--- src/rtl/uart_csr_pkg.sv ---
// Shared definitions for the UART control/status register bank:
// register indices and the default access masks for the standard UART map.
package uart_csr_pkg;

   typedef enum int {
      REG_STAT     = 0,
      REG_CTRL     = 1,
      REG_TX       = 2,
      REG_RX       = 3,
      REG_IRQ_STAT = 4,
      REG_IRQ_EN   = 5
   } csr_idx_e;

   localparam int UART_REG_COUNT  = 6;
   localparam int UART_DATA_WIDTH = 32;
   localparam int UART_MAP_WIDTH  = UART_REG_COUNT * UART_DATA_WIDTH;

   // Concatenations list the highest index first: {IRQ_EN, IRQ_STAT, RX, TX, CTRL, STAT}.
   localparam logic [UART_MAP_WIDTH-1:0] UART_RW_MASK = {
      32'h0000_00FF, 32'h0000_0000, 32'h0000_0000,
      32'h0000_00FF, 32'hFFFF_FFFF, 32'h0000_0000};
   localparam logic [UART_MAP_WIDTH-1:0] UART_RC_MASK = {
      32'h0000_0000, 32'h0000_0000, 32'h0000_0100,
      32'h0000_0000, 32'h0000_0000, 32'h0000_0000};
   localparam logic [UART_MAP_WIDTH-1:0] UART_W1C_MASK = {
      32'h0000_0000, 32'h0000_00FF, 32'h0000_0000,
      32'h0000_0000, 32'h0000_0000, 32'h0000_0000};
   localparam logic [UART_MAP_WIDTH-1:0] UART_RESET_VALUE = {
      32'h0000_0000, 32'h0000_0000, 32'h0000_0000,
      32'h0000_0000, 32'h0000_0000, 32'h0000_0000};

endpackage

--- src/rtl/uart_csr_reg.sv ---
// One CSR word: resolves peripheral set, W1C, read-clear, CPU write and
// peripheral load per bit, in that priority order.
module uart_csr_reg #(
   parameter int                    DATA_WIDTH  = 32,
   parameter logic [DATA_WIDTH-1:0] RW_MASK     = '0,
   parameter logic [DATA_WIDTH-1:0] RC_MASK     = '0,
   parameter logic [DATA_WIDTH-1:0] W1C_MASK    = '0,
   parameter logic [DATA_WIDTH-1:0] RESET_VALUE = '0
) (
   input  logic                  clk_i,
   input  logic                  rst_i,
   input  logic                  cpu_wr,
   input  logic                  cpu_rd,
   input  logic [DATA_WIDTH-1:0] be_mask,
   input  logic [DATA_WIDTH-1:0] cpu_data,
   input  logic                  periph_wr,
   input  logic [DATA_WIDTH-1:0] periph_data,
   input  logic [DATA_WIDTH-1:0] periph_set,
   output logic [DATA_WIDTH-1:0] q
);

   logic [DATA_WIDTH-1:0] load_mask;
   logic [DATA_WIDTH-1:0] write_mask;
   logic [DATA_WIDTH-1:0] clear_mask;
   logic [DATA_WIDTH-1:0] next_q;

   // Layered lowest priority first so each later term overrides the earlier ones.
   always_comb begin
      // NOTE: every always_comb output gets an unconditional default first so no latch is inferred.
      next_q     = q;
      load_mask  = periph_wr ? ~RW_MASK : '0;
      write_mask = cpu_wr ? (be_mask & RW_MASK) : '0;
      clear_mask = (cpu_rd ? RC_MASK : '0)
                 | (cpu_wr ? (be_mask & W1C_MASK & cpu_data) : '0);
      next_q     = (next_q & ~load_mask) | (periph_data & load_mask);
      next_q     = (next_q & ~write_mask) | (cpu_data & write_mask);
      next_q     = (next_q & ~clear_mask) | periph_set;
   end

   always_ff @(posedge clk_i or posedge rst_i) begin
      if (rst_i) begin
         q <= RESET_VALUE;
      end else begin
         // NOTE: sequential state uses non-blocking assignment so all flops sample the same pre-edge values.
         q <= next_q;
      end
   end

endmodule

--- src/rtl/uart_csr_bank.sv ---
// Parametrised CPU/peripheral CSR bank for the UART: address decode, byte-enable
// expansion, registered read path with error flag, access strobes and masked interrupt.
module uart_csr_bank
   import uart_csr_pkg::*;
#(
   parameter int ADDR_WIDTH   = 3,
   parameter int DATA_WIDTH   = 32,
   parameter int REG_COUNT    = 6,
   parameter logic [REG_COUNT*DATA_WIDTH-1:0] RW_MASK     = '0,
   parameter logic [REG_COUNT*DATA_WIDTH-1:0] RC_MASK     = '0,
   parameter logic [REG_COUNT*DATA_WIDTH-1:0] W1C_MASK    = '0,
   parameter logic [REG_COUNT*DATA_WIDTH-1:0] RESET_VALUE = '0,
   parameter int IRQ_STAT_IDX = int'(REG_IRQ_STAT),
   parameter int IRQ_EN_IDX   = int'(REG_IRQ_EN)
) (
   input  logic                            clk_i,
   input  logic                            rst_i,
   input  logic [ADDR_WIDTH-1:0]           cpu_addr_i,
   input  logic [DATA_WIDTH-1:0]           cpu_data_i,
   input  logic [DATA_WIDTH/8-1:0]         cpu_be_i,
   input  logic                            cpu_wr_en_i,
   input  logic                            cpu_rd_en_i,
   output logic [DATA_WIDTH-1:0]           cpu_data_o,
   output logic                            cpu_rvalid_o,
   output logic                            cpu_err_o,
   input  logic [REG_COUNT*DATA_WIDTH-1:0] periph_data_i,
   input  logic [REG_COUNT-1:0]            periph_wr_en_i,
   input  logic [REG_COUNT*DATA_WIDTH-1:0] periph_set_i,
   output logic [REG_COUNT*DATA_WIDTH-1:0] periph_data_o,
   output logic [REG_COUNT-1:0]            rd_strobe_o,
   output logic [REG_COUNT-1:0]            wr_strobe_o,
   output logic                            irq_o
);

   logic                  addr_ok;
   logic                  rd_req;
   logic                  rd_ok;
   logic                  wr_ok;
   logic [DATA_WIDTH-1:0] be_mask;
   logic [DATA_WIDTH-1:0] rd_mux;
   logic [DATA_WIDTH-1:0] regs [REG_COUNT];
   logic [REG_COUNT-1:0]  rd_sel;
   logic [REG_COUNT-1:0]  wr_sel;

   // A read colliding with a write is dropped; the write still goes ahead.
   assign addr_ok = 32'(cpu_addr_i) < 32'(REG_COUNT);
   assign rd_req  = cpu_rd_en_i & ~cpu_wr_en_i;
   assign rd_ok   = rd_req & addr_ok;
   assign wr_ok   = cpu_wr_en_i & addr_ok;

   for (genvar b = 0; b < DATA_WIDTH / 8; b++) begin : g_be
      assign be_mask[b*8 +: 8] = {8{cpu_be_i[b]}};
   end

   for (genvar r = 0; r < REG_COUNT; r++) begin : g_reg
      assign wr_sel[r] = wr_ok & (cpu_addr_i == ADDR_WIDTH'(r));
      assign rd_sel[r] = rd_ok & (cpu_addr_i == ADDR_WIDTH'(r));

      uart_csr_reg #(
         .DATA_WIDTH  (DATA_WIDTH),
         .RW_MASK     (RW_MASK[r*DATA_WIDTH +: DATA_WIDTH]),
         .RC_MASK     (RC_MASK[r*DATA_WIDTH +: DATA_WIDTH]),
         .W1C_MASK    (W1C_MASK[r*DATA_WIDTH +: DATA_WIDTH]),
         .RESET_VALUE (RESET_VALUE[r*DATA_WIDTH +: DATA_WIDTH])
      ) u_reg (
         .clk_i       (clk_i),
         .rst_i       (rst_i),
         .cpu_wr      (wr_sel[r]),
         .cpu_rd      (rd_sel[r]),
         .be_mask     (be_mask),
         .cpu_data    (cpu_data_i),
         .periph_wr   (periph_wr_en_i[r]),
         .periph_data (periph_data_i[r*DATA_WIDTH +: DATA_WIDTH]),
         .periph_set  (periph_set_i[r*DATA_WIDTH +: DATA_WIDTH]),
         .q           (regs[r])
      );

      assign periph_data_o[r*DATA_WIDTH +: DATA_WIDTH] = regs[r];
   end

   // Unselected or out-of-range reads return zero.
   always_comb begin
      rd_mux = '0;
      for (int r = 0; r < REG_COUNT; r++) begin
         if (rd_sel[r]) rd_mux = regs[r];
      end
   end

   always_ff @(posedge clk_i or posedge rst_i) begin
      if (rst_i) begin
         cpu_data_o   <= '0;
         cpu_rvalid_o <= 1'b0;
         cpu_err_o    <= 1'b0;
         rd_strobe_o  <= '0;
         wr_strobe_o  <= '0;
         irq_o        <= 1'b0;
      end else begin
         cpu_rvalid_o <= rd_req;
         if (rd_req) cpu_data_o <= rd_mux;
         cpu_err_o    <= ((cpu_rd_en_i | cpu_wr_en_i) & ~addr_ok)
                       | (cpu_rd_en_i & cpu_wr_en_i);
         rd_strobe_o  <= rd_sel;
         wr_strobe_o  <= wr_sel;
         irq_o        <= |(regs[IRQ_STAT_IDX] & regs[IRQ_EN_IDX]);
      end
   end

endmodule
--- config.mk ---
export PLATFORM = sky130hd
export DESIGN_NAME = uart_csr_bank
export DESIGN_NICKNAME = d
export VERILOG_FILES = /design/src/rtl/uart_csr_pkg.sv /design/src/rtl/uart_csr_reg.sv /design/src/rtl/uart_csr_bank.sv
export SDC_FILE = /design/constraint.sdc
export NUM_CORES = 1
export LEC_CHECK = 0
export CORE_AREA = 2 2 265 267
export DETAILED_ROUTE_END_ITERATION = 16
export DIE_AREA = 0 0 267 269
export DONT_BUFFER_PORTS = 1
export GPL_ROUTABILITY_DRIVEN = 0
export GPL_TIMING_DRIVEN = 0
export HOLD_SLACK_MARGIN = 0.08
export PLACE_DENSITY = 0.38
export SYNTH_ARGS = -nofsm -noshare
export SYNTH_HDL_FRONTEND = slang
export SYNTH_SLANG_ARGS = --single-unit
--- constraint.sdc ---
create_clock -name clk_i -period 10.3 [get_ports clk_i]
set_clock_uncertainty 0.1 [all_clocks]
set_input_delay 2.06 -clock clk_i [delete_from_list [all_inputs] [get_ports clk_i]]
set_output_delay 2.06 -clock clk_i [all_outputs]
set_load 0.005 [all_outputs]
# Yosys cells after proc, flatten, opt, wreduce, memory -nomap -nowiden
# Index checks and enable logic that the tools add are counted.
[word_totals]
ram_bits = 0
out_inout_bits = 239
latch_bits = 0
regBits = 239
wordCells = 84
romBits = 0
memories = 0
[classes]
n_mux = 12
n_shift = 0
n_eq_ne = 5
div_mod_pow = 0
reduce_logical = 2
magnitude_cmp = 1
add_sub_neg = 0
bitwise = 52
mul = 0
[ops]
columns = ["op", "n"]
rows = [
  ["bitwise AND 32 bit", 13],
  ["2-to-1 mux 32 bit", 12],
  ["OR 32 bit", 12],
  ["inverter 32 bit", 6],
  ["OR reduction 32 bit", 1],
  ["bitwise AND 1 bit", 17],
  ["equality test 3 x 2 -> 1 bit (second input constant)", 2],
  ["equality test 3 bit (second input constant)", 2],
  ["equality test 3 x 1 -> 1 bit (second input constant)", 1],
  ["logical NOT 3 bit", 1],
  ["< comparator 3 bit (second input constant)", 1],
  ["inverter 1 bit", 2],
  ["OR 1 bit", 2],
]

# Depth between registers and ports, before layout
[logic_depth]
ltp_word = 10
mapped_depth = 7
ltp_nobuf = 5

# By module
# A second synthesis with hierarchy kept.
[unflattened]
hier_cells = 977
hier_area_um2 = 11567.3
[by_module_without_submodules]
columns = ["module", "instances", "seq_area_each_um2", "area_per_inst_um2", "cells_each"]
rows = [
  ["uart_csr_reg", 6, 800.8, 1352.5, 104],
  ["uart_csr_bank", 1, 1176.1, 3452.1, 353],
]

# Worst setup path after synthesis
# Ideal clock, no wire load.
[synth_timing]
kind = "input port to flip-flop"
startpoint = "input port cpu_addr_i[0]"
endpoint = "register cpu_data_o[10]"
t_required_ns = 10.068
cell_stages = 5
arrival_time_ns = 2.993
setup_slack_ns = 7.075
setup_ns = 0.132
cell_sequence = "buf_6 > buf_2 > mux2_2 > a221oi_1 > a21oi_1"
[synth_between]
elab_chain_cells = 9
elab_cells_between_ends = 20
classes_between = "order compare: 1; eq/ne: 5; mux: 6; bitwise: 7; reduce/logical: 1"
[synth_lines]
columns = ["item", "line_no", "source"]
rows = [
  ["start: declaration", "uart_csr_bank.sv:18", "input logic [ADDR_WIDTH-1:0] cpu_addr_i,"],
  ["< comparator 3 bit", "uart_csr_bank.sv:46", "assign addr_ok = 32'(cpu_addr_i) < 32'(REG_COUNT);"],
  ["bitwise AND 1 bit", "uart_csr_bank.sv:48", "assign rd_ok = rd_req & addr_ok;"],
  ["bitwise AND 1 bit", "uart_csr_bank.sv:57", "assign rd_sel[r] = rd_ok & (cpu_addr_i == ADDR_WIDTH'(r));"],
  ["2-to-1 mux 32 bit (5 in a row)", "uart_csr_bank.sv:85", "if (rd_sel[r]) rd_mux = regs[r];"],
  ["2-to-1 mux 32 bit *", "uart_csr_bank.sv:85", ""],
  ["end signal: assignment", "uart_csr_bank.sv:99", "if (rd_req) cpu_data_o <= rd_mux;"],
  ["end: declaration", "uart_csr_bank.sv:23", "output logic [DATA_WIDTH-1:0] cpu_data_o,"],
]
# Mark *: on every way between the ends. The rest lies on a longest branch, timed or not.
# A chain may end at the register's enable or synchronous reset.

# Worst setup path in the final report
[layout_timing]
startpoint = "input port periph_wr_en_i[0]"
endpoint = "register g_reg[0].u_reg.q[25]"
[layout_between]
elab_chain_cells = 5
elab_cells_between_ends = 6
classes_between = "mux: 1; bitwise: 5"
[layout_lines]
columns = ["item", "line_no", "source"]
rows = [
  ["start: declaration", "uart_csr_bank.sv:27", "input logic [REG_COUNT-1:0] periph_wr_en_i,"],
  ["2-to-1 mux 32 bit *", "uart_csr_reg.sv:31", "load_mask = periph_wr ? ~RW_MASK : '0;"],
  ["inverter 32 bit", "uart_csr_reg.sv:35", "next_q = (next_q & ~load_mask) | (periph_data & load_mask);"],
  ["bitwise AND 32 bit", "uart_csr_reg.sv:35", ""],
  ["OR 32 bit *", "uart_csr_reg.sv:35", ""],
  ["OR 32 bit *", "uart_csr_reg.sv:37", "next_q = (next_q & ~clear_mask) | periph_set;"],
  ["net g_reg[0].u_reg.next_q[25]", "uart_csr_reg.sv:25", "logic [DATA_WIDTH-1:0] next_q;"],
  ["end signal: assignment", "uart_csr_reg.sv:45", "q <= next_q;"],
  ["end: declaration", "uart_csr_reg.sv:19", "output logic [DATA_WIDTH-1:0] q"],
]
# The timed path passes the listed nets; every way through them passes the cells marked *.

==> results <==
- Traced cell by cell, the critical path runs through buf_2, buf_2, buf_1, a211o_1.
- The sequential group share of total power is 44.2%.
- In this run the critical register-to-register path is launched from g_reg[5].u_reg.q[24].
- The number of storage elements in the synthesis netlist is 239.
- By count the netlist is led by sky130_fd_sc_hd__dfrtp_1 (239), sky130_fd_sc_hd__nor2b_1 (188), sky130_fd_sc_hd__a211o_1 (182), sky130_fd_sc_hd__a21oi_1 (43), sky130_fd_sc_hd__nor2_1 (43).
- The data required time at the worst endpoint is 10,720 ps.
- The max-slew violation total from the final report is 0.
- The via count of the first global-routing pass is 9,501.
- The area growth from synthesis to final layout is 20.6%.
- The number of synthesized flops with an enable pin is 0.
- For this configuration, the core starts out at a cell density of 16.2%.
- The cell area after technology mapping is 11,300 um2.
- OpenSTA, run right after detailed placement, puts the worst setup slack at 6090 ps.
- The count of nets left with antenna violations once routing finished came out at 0.
- The final hold violation count is 0.
- In this run, distinct cell masters in the synthesized netlist total 39.
- After synthesis, the share of flip-flops with an asynchronous set or reset is 100%.
- The critical path arrival is 4000 ps.
- After detailed routing, the number of remaining DRC violations is 0.
- The achievable clock frequency is 279 MHz.
- The number of setup buffers added after CTS is 0.
- The most area-hungry cell type in the Yosys netlist is sky130_fd_sc_hd__dfrtp_1.
- Sorting the synthesized cells by area gives the leading types as sky130_fd_sc_hd__dfrtp_1 (53%), sky130_fd_sc_hd__a211o_1 (14%), sky130_fd_sc_hd__nor2b_1 (10%), sky130_fd_sc_hd__mux2i_1 (2.0%), sky130_fd_sc_hd__a21oi_1 (1.9%).
- For this run the aggregate overflow at the end of global routing stands at 0.
- The endpoint of the worst hold-timing path is cpu_data_o[2].
- The number of gates resized after CTS was 0.
- Counting every net in the synthesized netlist gives 1,450.
- The clock share of power is 44.3%.
- The total power density per cell area is 189 nW/um2.
- In this run the tightest slew margin relative to its limit is 19.4%.
- The full die area is 71,800 um2.
- On the worst path, the slowest cell contributes a delay of 940 ps.
- The number of antenna violations at the first check in global routing is 12.
- The maximum VDD drop is 124 uV.
- The cell count after synthesis came out at 1,017.
- The number of sinks handled by clock tree synthesis is 239.
- The area fraction of the dominant cell type after synthesis is 53.2%.
- Per report_power, the combinational group accounts for 11.4% of the total.
- After clock tree synthesis, the clock-pin slew on the worst setup and hold paths is 60 ps.
- The number of port buffers is 0.
- The layout has 7,638 filler cells.
- The critical path capture point type is a flip-flop.
- Counting instances, the worst hold path has a depth of 2.
- The worst path in the final design needs a cycle of 3580 ps, including I/O delays and setup.
- In this design, the critical path's most frequently occurring cell is sky130_fd_sc_hd__buf_2.
- Setup violations remaining at the end of the flow were counted as 0.
- The most used flip-flop cell after synthesis is sky130_fd_sc_hd__dfrtp_1.
- The post-route fraction of the period consumed by the critical path is 34.7%.
- For the pin with the worst max-slew slack, the measured transition is 1210 ps.
- In this run the critical register-to-register path is captured at irq_o.
- The total detailed-routing wirelength is 66.6 mm.
- Across all setup checks in the final design, the least slack found is 6720 ps.
- The slowest cell on the critical path is sky130_fd_sc_hd__buf_1.
- Counting cells, the worst reg-to-reg path comes to 3.
- The flow ran to the end, and the final reports show no timing, DRC or antenna violations.
- Entering global routing, the biggest net connects 84 pins.
- The first-pass detailed-route iteration total is 5.
- The final HPWL from detailed placement is 54.3 mm.
- The post-synthesis average cell area is 11.1 um2.
- No sink is reached through more buffers than the 3 on the longest clock path.
- The first global-routing pass estimated 84.9 mm of wire.
- The via density per instance is 4.56.
- In this run the count of I/O pins placed on the die edge is 672.
- In this run the worst hold path is classified as flip-flop to flip-flop.
- The leakage component of the power is 5.19 nW.
- The number of synthesis warnings is 0.
- The average detailed-routed wire length per instance is 32.9 um.
- STA classifies the critical path startpoint as an input pin.
- The detailed router placed 9,212 vias in this run.
- The startpoint of the worst hold path is cpu_data_o[2].
- The placeable core area is 69,300 um2.
- The net switching power figure is 0.758 mW.
- From bottom edge to top edge, the die measures 269 um.
- The width of the die is 267 um.
- After the first detailed-routing iteration, the DRC count stood at 607.
- Of the total power, the share spent switching nets is 29.5%.
- In the post-synthesis netlist, the cell with the most instances is sky130_fd_sc_hd__dfrtp_1.
- The global routing usage summed across all routing layers is 17.5%.
- Setup repair after global routing left no endpoint under its margin.
- In this run, CTS created clock tree buffers numbering 30.
- For this run, the post-layout net count is 1,484.
- The total power draw is 2.57 mW.
- The site row count is 97.
- The setup check on the worst reg-to-reg path leaves a slack of 8320 ps.
- Sequential cells were found to cover 53.2% of the synthesized design area.
- Once layout is complete, the utilization of the core stands at 19.6%.
- The total negative setup slack is 0 ps.
- The tree is rooted in a sky130_fd_sc_hd__clkbuf_16.
- The source-to-sink clock delay at the later pin of the worst-skew pair is 590 ps.
- The category of the most critical setup path is input pin to flip-flop.
- The tool flagged a number of max-cap violations equal to 0.
- TritonCTS built the clock tree.
- Internal power comes to 1.81 mW.
- In this run the number of H-tree levels came out at 1.
- Cells with a size suffix above 1 make up 10.2% of the layout.
- The quantity of hold-fixing buffers added after cts is 0.
- In this run the worst path has a maximum fanout of 10.
## worst max-delay path by stage
stage | to | start | cells after the start | slack [ps]
floorplan | cpu_data_o[0] | rst_i | 1 | 1580
global placement | g_reg[1].u_reg.q[8] | rst_i | 1 | -1830
detailed placement | g_reg[0].u_reg.q[25] | periph_wr_en_i[0] | 4 | 6090
CTS | g_reg[0].u_reg.q[25] | periph_wr_en_i[0] | 4 | 6720
global route | g_reg[0].u_reg.q[25] | periph_wr_en_i[0] | 4 | 6750
finish | g_reg[0].u_reg.q[25] | periph_wr_en_i[0] | 4 | 6720
## cells in the final DEF, fill, tap and decap left out, types with 8 or more instances in the layout
master,netlist,final
sky130_fd_sc_hd__a211o_1,182,182
sky130_fd_sc_hd__a21o_1,9,9
sky130_fd_sc_hd__a21oi_1,43,43
sky130_fd_sc_hd__a22oi_1,24,24
sky130_fd_sc_hd__a31oi_1,9,9
sky130_fd_sc_hd__buf_1,20,20
sky130_fd_sc_hd__buf_2,29,29
sky130_fd_sc_hd__clkbuf_1,18,20
sky130_fd_sc_hd__clkbuf_16,0,31
sky130_fd_sc_hd__dfrtp_1,239,239
sky130_fd_sc_hd__diode_2,0,8
sky130_fd_sc_hd__inv_1,22,21
sky130_fd_sc_hd__mux2_1,12,12
sky130_fd_sc_hd__mux2_2,10,10
sky130_fd_sc_hd__mux2i_1,22,22
sky130_fd_sc_hd__nand2_1,24,24
sky130_fd_sc_hd__nor2_1,43,43
sky130_fd_sc_hd__nor2b_1,188,188
sky130_fd_sc_hd__o211ai_1,11,11
sky130_fd_sc_hd__o21ai_0,19,19
sky130_fd_sc_hd__o22ai_1,24,24
sky130_fd_sc_hd__o32a_1,10,10
sky130_fd_sc_hd__or2_1,10,10
## registers in the layout, indices dropped and copies added (netlist names)
signal and flops:
irq_o 1, cpu_err_o 1, cpu_rvalid_o 1, rd_strobe_o 6
wr_strobe_o 6, cpu_data_o 32, g.u_reg.q 192
## routing by layer
metal  track usage [%]  vias up  part of all wire [%]
met3              5.65       72                   8.7
li1                  -     3825                     -
met4              4.57        8                   2.4
met5                 0        -                 0.072
met2              30.4      537                    50
met1              20.9     4770                    39
## cell families (layout without fill, tap and decap cells)
| logic type | after synthesis | after routing | synth area share (%) |
|---|---|---|---|
| AND/OR/NAND/NOR | 289 | 289 | 14.7 |
| multiplexers | 47 | 47 | 4.76 |
| AO/OA/AOI/OAI | 343 | 343 | 23.5 |
| buffers and inverters | 99 | 156 | 3.96 |
| flip-flops | 239 | 239 | 53.2 |
| other | 0 | 8 | 0 |
## power groups by stage
stage	sequential, mW	clock [mW]	combinational, mW
finish	1.14	1.14	0.293
global route	1.15	1.21	0.323
CTS	1.14	1.18	0.304
detailed placement	1.16	0	0.302
global placement	1.16	0	0.297
floorplan	1.08	0	0.194
## cell type report
type                    count  area (um2)  area share [%]
flip-flops and latches    239        5980            44.1
multi-input cells         679        4820            35.6
well taps                 940        1180            8.67
clock buffers              38         852            6.28
plain buffers              75         355            2.62
clock inverters            17         206            1.52
inverters                  24        97.6           0.719
repair buffers              2        55.1           0.406
diodes                      8        20.0           0.148
## through the flow
step,hold slack (ps),instance area (um2),std cells
floorplan,391,11300,1017
global placement,459,12400,1957
detailed placement,467,12500,1959
CTS,481,13500,2014
global route,520,13600,2019
finish,476,13600,2022
## worst max-delay path, delay by kind of cell
| kind | cells | cell delay (ps) |
|---|---|---|
| buf+inv | 3 | 1650 |
| compound gates | 1 | 270 |
No activity file was read; power rests on OpenSTA's default activity.
